**config.mk**
```make
export PLATFORM = sky130hd
export DESIGN_NAME = alarm_event_scheduler
export DESIGN_NICKNAME = d
export VERILOG_FILES = /design/src/rtl/alarm_event_scheduler.sv
export SDC_FILE = /design/constraint.sdc
export NUM_CORES = 1
export LEC_CHECK = 0
export ABC_AREA = 1
export CORE_MARGIN = 2
export CORE_UTILIZATION = 34
export CTS_BUF_LIST = sky130_fd_sc_hd__clkbuf_16
export CTS_CLUSTER_DIAMETER = 200
export CTS_CLUSTER_SIZE = 40
export DETAILED_ROUTE_END_ITERATION = 16
export GPL_ROUTABILITY_DRIVEN = 0
export PLACE_DENSITY_LB_ADDON = 0.12
export SYNTH_ARGS = -nofsm -noshare
export SYNTH_HDL_FRONTEND = slang
export SYNTH_SLANG_ARGS = --single-unit
```
**constraint.sdc**
```tcl
create_clock -name CLK -period 3.8 [get_ports CLK]
set_input_delay 0.38 -clock CLK [delete_from_list [all_inputs] [get_ports CLK]]
set_output_delay 0.38 -clock CLK [all_outputs]
set_load 0.02 [all_outputs]
```
**src/rtl/alarm_event_scheduler.sv**
```systemverilog
// Smoke/temperature/overload alarm supervisor: sensor sync + debounce, sticky
// pending flags, EN sequencing with minimum on-time, ACK handling and display rotation.
module alarm_event_scheduler #(
    parameter int DEB_CYCLES  = 16,
    parameter int HOLD_CYCLES = 100,
    parameter int ROT_CYCLES  = 50
) (
    input  logic       CLK,
    input  logic       RST,
    input  logic       HUMO,
    input  logic       TEMP,
    input  logic       SOBRECARGA,
    input  logic       ACK,
    output logic       EN,
    output logic [1:0] ALARM_ID,
    output logic [2:0] PENDING,
    output logic [7:0] ESTADO_7SEG
);

    localparam int DW = $clog2(DEB_CYCLES + 1);
    localparam int HW = (HOLD_CYCLES > 1) ? $clog2(HOLD_CYCLES) : 1;
    localparam int RW = (ROT_CYCLES > 1) ? $clog2(ROT_CYCLES) : 1;
    localparam logic [DW-1:0] DEB_MAX  = DW'(DEB_CYCLES);
    localparam logic [HW-1:0] HOLD_MAX = HW'(HOLD_CYCLES - 1);
    localparam logic [RW-1:0] ROT_MAX  = RW'(ROT_CYCLES - 1);
    localparam logic [1:0]    ID_NONE  = 2'd3;
    localparam logic [7:0]    SEG_IDLE = 8'b1000_0001;

    typedef enum logic [1:0] {
        IDLE     = 2'd0,
        ALARM    = 2'd1,
        WAIT_ACK = 2'd2
    } state_t;

    state_t               state, state_next;
    logic [2:0]           raw, sync1, sync2;
    logic [2:0][DW-1:0]   deb_cnt;
    logic [2:0]           act, act_next;
    logic [2:0]           pending, pending_next;
    logic [HW-1:0]        hold;
    logic [RW-1:0]        rot;
    logic [1:0]           alarm_id;
    logic [7:0]           seg, seg_next;
    logic                 id_ok;

    assign raw = {SOBRECARGA, TEMP, HUMO};

    always_ff @(posedge CLK or posedge RST) begin
        if (RST) begin
            sync1 <= '0;
            sync2 <= '0;
        end else begin
            sync1 <= raw;
            sync2 <= sync1;
        end
    end

    always_ff @(posedge CLK or posedge RST) begin
        if (RST) begin
            deb_cnt <= '0;
        end else begin
            for (int i = 0; i < 3; i++) begin
                if (!sync2[i])
                    deb_cnt[i] <= '0;
                else if (deb_cnt[i] != DEB_MAX)
                    deb_cnt[i] <= deb_cnt[i] + 1'b1;
            end
        end
    end

    // act_next looks one edge ahead so PENDING sets on the same edge act rises.
    always_comb begin
        act      = '0;
        act_next = '0;
        for (int i = 0; i < 3; i++) begin
            act[i]      = (deb_cnt[i] == DEB_MAX);
            act_next[i] = sync2[i] && (deb_cnt[i] >= DEB_MAX - 1'b1);
        end
    end

    always_comb begin
        pending_next = pending;
        for (int i = 0; i < 3; i++) begin
            if (act_next[i])
                pending_next[i] = 1'b1;
            else if (ACK && !act[i])
                pending_next[i] = 1'b0;
        end
    end

    always_ff @(posedge CLK or posedge RST) begin
        if (RST) pending <= '0;
        else     pending <= pending_next;
    end

    always_ff @(posedge CLK or posedge RST) begin
        if (RST) state <= IDLE;
        else     state <= state_next;
    end

    always_comb begin
        state_next = state;
        case (state)
            IDLE:     if (pending != 3'b000) state_next = ALARM;
            ALARM:    if (hold == HOLD_MAX && act == 3'b000) state_next = WAIT_ACK;
            WAIT_ACK: begin
                if (act != 3'b000)          state_next = ALARM;
                else if (pending == 3'b000) state_next = IDLE;
            end
            default:  state_next = IDLE;
        endcase
    end

    // Hold counter restarts on every entry into ALARM and saturates at the end.
    always_ff @(posedge CLK or posedge RST) begin
        if (RST)
            hold <= '0;
        else if (state == ALARM && state_next == ALARM) begin
            if (hold != HOLD_MAX) hold <= hold + 1'b1;
        end else
            hold <= '0;
    end

    function automatic logic [1:0] inc3(input logic [1:0] x);
        return (x == 2'd2) ? 2'd0 : x + 2'd1;
    endfunction

    function automatic logic [1:0] prio_id(input logic [2:0] p);
        if (p[0])      return 2'd0;
        else if (p[1]) return 2'd1;
        else if (p[2]) return 2'd2;
        else           return ID_NONE;
    endfunction

    // Next pending source cyclically after cur; cur itself only as last resort.
    function automatic logic [1:0] next_id(input logic [2:0] p, input logic [1:0] cur);
        logic [1:0] c1, c2;
        if (cur == ID_NONE) return prio_id(p);
        c1 = inc3(cur);
        c2 = inc3(c1);
        if (p[c1])       return c1;
        else if (p[c2])  return c2;
        else if (p[cur]) return cur;
        else             return ID_NONE;
    endfunction

    assign id_ok = (alarm_id != ID_NONE) && pending[alarm_id];

    always_ff @(posedge CLK or posedge RST) begin
        if (RST) begin
            alarm_id <= ID_NONE;
            rot      <= '0;
        end else if (state_next == IDLE) begin
            alarm_id <= ID_NONE;
            rot      <= '0;
        end else if (state == IDLE) begin
            alarm_id <= prio_id(pending);
            rot      <= '0;
        end else if (!id_ok) begin
            alarm_id <= next_id(pending, alarm_id);
            rot      <= '0;
        end else if (rot == ROT_MAX) begin
            alarm_id <= next_id(pending, alarm_id);
            rot      <= '0;
        end else begin
            rot <= rot + 1'b1;
        end
    end

    always_comb begin
        seg_next = SEG_IDLE;
        if (state == ALARM || state == WAIT_ACK) begin
            seg_next[7] = (state == ALARM);
            case (alarm_id)
                2'd0:    seg_next[6:0] = 7'b1001111;
                2'd1:    seg_next[6:0] = 7'b0010010;
                2'd2:    seg_next[6:0] = 7'b0000110;
                default: seg_next[6:0] = 7'b0000001;
            endcase
        end
    end

    always_ff @(posedge CLK or posedge RST) begin
        if (RST) seg <= SEG_IDLE;
        else     seg <= seg_next;
    end

    assign EN          = (state == ALARM);
    assign ALARM_ID    = alarm_id;
    assign PENDING     = pending;
    assign ESTADO_7SEG = seg;

endmodule
```
==> results.tsv <==
stage	metric	value	unit
timing	fin crit period	2085	ps
pwr	power per cell area	317.0	mW/mm2
clock_tree	Post-CTS Setup Bufs	0	
finish	ANT cells	0	
routing	vias per inst	4.449	
synthesis	Synth area leaders	dfrtp_1, ha_1, nand2_1	
finish	layout cell share with drive strength beyond 1	16.41	%
synthesis	cell count after synthesis	300	
timing	slew margin rel.	34.18	%
global_route	grt total ovfl	0	
timing	setup violators final	0	
floorplan	die extent in y	92.22	um
synthesis	Cell Area, Synth	0.002646	mm2
floorplan	cell row count	32	
setup_path	CP Max Fanout	4	
clock_tree	CTS root buf	clkbuf_16	
clock_tree	CTS tree	yes	
timing	RSZ-0062 raised after global routing	no	
setup_path	critical path data required time	3420	ps
global_route	vias in the first global route	1939	
global_route	initial antenna violation count	0	
setup_path	cell family with most CP delay	buffers and inverters	
floorplan	Ports	20	
finish	Layout Area Growth over Synthesis	16.08	%
setup_path	crit end category	output pin	
setup_path	Data arrival, critical path	1710	ps
clock_tree	clock slew at reported path FFs	60	ps
clock_tree	clk_lat worst skew	280	ps
synthesis	Mean Syn Cell Area	8.821	um2
clock_tree	deepest level of the CTS H-tree	2	
place	post-placement cell area	0.002935	mm2
setup_path	crit path kind	flip-flop to output pin	
clock_tree	Num CTS Buffers	5	
routing	TritonRoute pass-1 iters	4	
pwr	VDD IR max	0.1807	mV
synthesis	synth warn	0	
timing	Setup TNS	0	ps
routing	final wirelength	4.627	mm
floorplan	initial core utilization	34.60	%
routing	routed length per placed instance	10.89	um
routing	vias	1891	
synthesis	Post-synth EDFFs	0	
synthesis	syn nets	326	
place	Post-DP HPWL	3.465	mm
timing	worst slew pin tran	985.9	ps
finish	cell area after layout	0.003072	mm2
timing	Pins Over Slew Limit	0	
synthesis	Synth async-reset ratio	100.0	%
synthesis	Cell variety after synth	36	
hold_path	HP Class	flip-flop to flip-flop	
job	max_cap viols	0	
timing	worst clock skew	2.674	ps
finish	Filler cells	792	
clock_tree	# resized after CTS	0	
finish	final net count	348	
run_status	status	complete, no violations	
floorplan	die width	92.22	um
clock_tree	clock tree buffer depth	2	
timing	Final Cycle Share	54.87	%
pwr	Pleak	1.499	nW
synthesis	post-synth top area share	40.66	%
global_route	first-pass GRT wire length	8.645	mm
place	input/output buffers	18	
setup_path	slowest CP cell	clkdlybuf4s50_1	
timing	Hold WS	346.7	ps
routing	DR DRC count	0	
routing	Routed Antenna Nets	0	
synthesis	#FFs+latches synth	47	
clock_tree	clk sink count	47	
timing	endpoints failing hold	0	
setup_path	Worst Setup Start Kind	flip-flop	
routing	Initial DRC Count	46	
global_route	Total GRT Usage	12.63	%
clock_tree	hold buffer count at cts	0	
setup_path	Critical Path, Cell by Cell	inv_1 -> ha_1 -> clkdlybuf4s50_1	
synthesis	Top FF cell, synth	dfrtp_1	
synthesis	register area share after synthesis	44.63	%
timing	Fmax	0.4796	GHz
synthesis	top cell type by total area after synthesis	dfrtp_1	
global_route	largest net degree at the start of global routing	48	
floorplan	CORE AREA	0.007647	mm2
setup_path	Worst Path Buf+Inv	2	
floorplan	die area	0.008505	mm2
setup_path	CP max stage delay	630	ps
## worst paths after layout
| check | cells past startpoint | slack [ps] | startpoint | endpoint |
|---|---|---|---|---|
| min in group asynchronous | 2 | 650 | RST | hold[4] |
| worst min register to register | 0 | 350 | sync1[0] | sync2[0] |
| max in group asynchronous | 2 | 2540 | RST | rot[0] |
| worst max register to register | 10 | 1980 | ALARM_ID[0] | ALARM_ID[0] |
| worst min-delay path | 0 | 350 | sync1[0] | sync2[0] |
| worst max-delay path | 3 | 1710 | state[1] | EN |
## routing by layer
metal	global-route usage [%]	routed length (um)	vias up
met4	3.856	68	0
met3	3.369	149	6
met5	0	0	-
met1	15.48	2223	872
li1	-	-	993
met2	21.69	2185	20
## synth_stat cells (all sizes together) (3+ instances only)
cell / instances
nand2: 59
inv: 49
nor2: 44
dfrtp: 43
ha: 20
nand3: 18
o21ai: 12
a21oi: 11
nor3: 6
xor2: 6
nand4: 5
dfstp: 4
nor3b: 4
o211ai: 3
o22ai: 3
## cell usage in the layout, fill, tap and decap left out, drive strengths merged
| master | n |
|---|---|
| nand2 | 59 |
| inv | 50 |
| nor2 | 44 |
| dfrtp | 43 |
| ha | 20 |
| clkdlybuf4s50 | 18 |
| nand3 | 18 |
| o21ai | 12 |
| a21oi | 11 |
| nor3 | 6 |
| xor2 | 6 |
| nand4 | 5 |
| clkbuf | 5 |
| dfstp | 4 |
| nor3b | 4 |
| o211ai | 3 |
| o22ai | 3 |
| o21bai | 2 |
| or2 | 2 |
| clkinv | 2 |
| o21a | 1 |
| xnor2 | 1 |
| and2 | 1 |
| o221ai | 1 |
| nor4 | 1 |
| conb | 1 |
## where the power goes
part / total, W / internal, W / switching, W
logic: 0.0000416 / 0.0000148 / 0.0000268
registers: 0.000521 / 0.000512 / 0.00000913
clock network: 0.000412 / 0.000237 / 0.000175
total: 0.000974 / 0.000763 / 0.000211
## cells by family after synthesis
logic type                 after synthesis  synth area share, %
xor gates and xnor gates                 7                2.317
other                                    1               0.1417
adders and majority gates               20                9.456
buffers and inverters                   52                7.943
and+or+nand+nor                        140                27.85
DFF                                     47                44.63
AOI/OAI and AO/OA                       33                7.660
## registers in the layout, indices dropped and copies added, names as in the netlist
name,cells
PENDING,3
sync2,3
ESTADO_7SEG,6
ALARM_ID,2
hold,7
rot,6
state,2
deb_cnt,15
sync1,3
## cell type report
cell class                      instances  area [um2]  share of cell area [%]
Tap cell                              102       127.6                   4.155
Multi-Input combinational cell        201        1255                   40.86
Inverter                               49       191.4                   6.232
Sequential cell                        47        1181                   38.45
Clock buffer                            5       125.1                   4.073
Clock inverter                          3       11.26                  0.3666
Timing Repair Buffer                   18       180.2                   5.866
## per-stage QoR
| stage | cells | power [W] | utilization, % | setup slack, ps |
|---|---|---|---|---|
| after floorplan | 300 | 0.0005582 | - | 1999 |
| after global placement | 417 | 0.0005727 | 38.38 | 2039 |
| after detailed placement | 417 | 0.0005731 | 38.38 | 1998 |
| after CTS | 425 | 0.0009935 | 40.17 | 1698 |
| after global routing | 425 | 0.001028 | 40.17 | 1630 |
| final | 425 | 0.0009738 | 40.17 | 1715 |
Power figures use the tool's default switching activity.
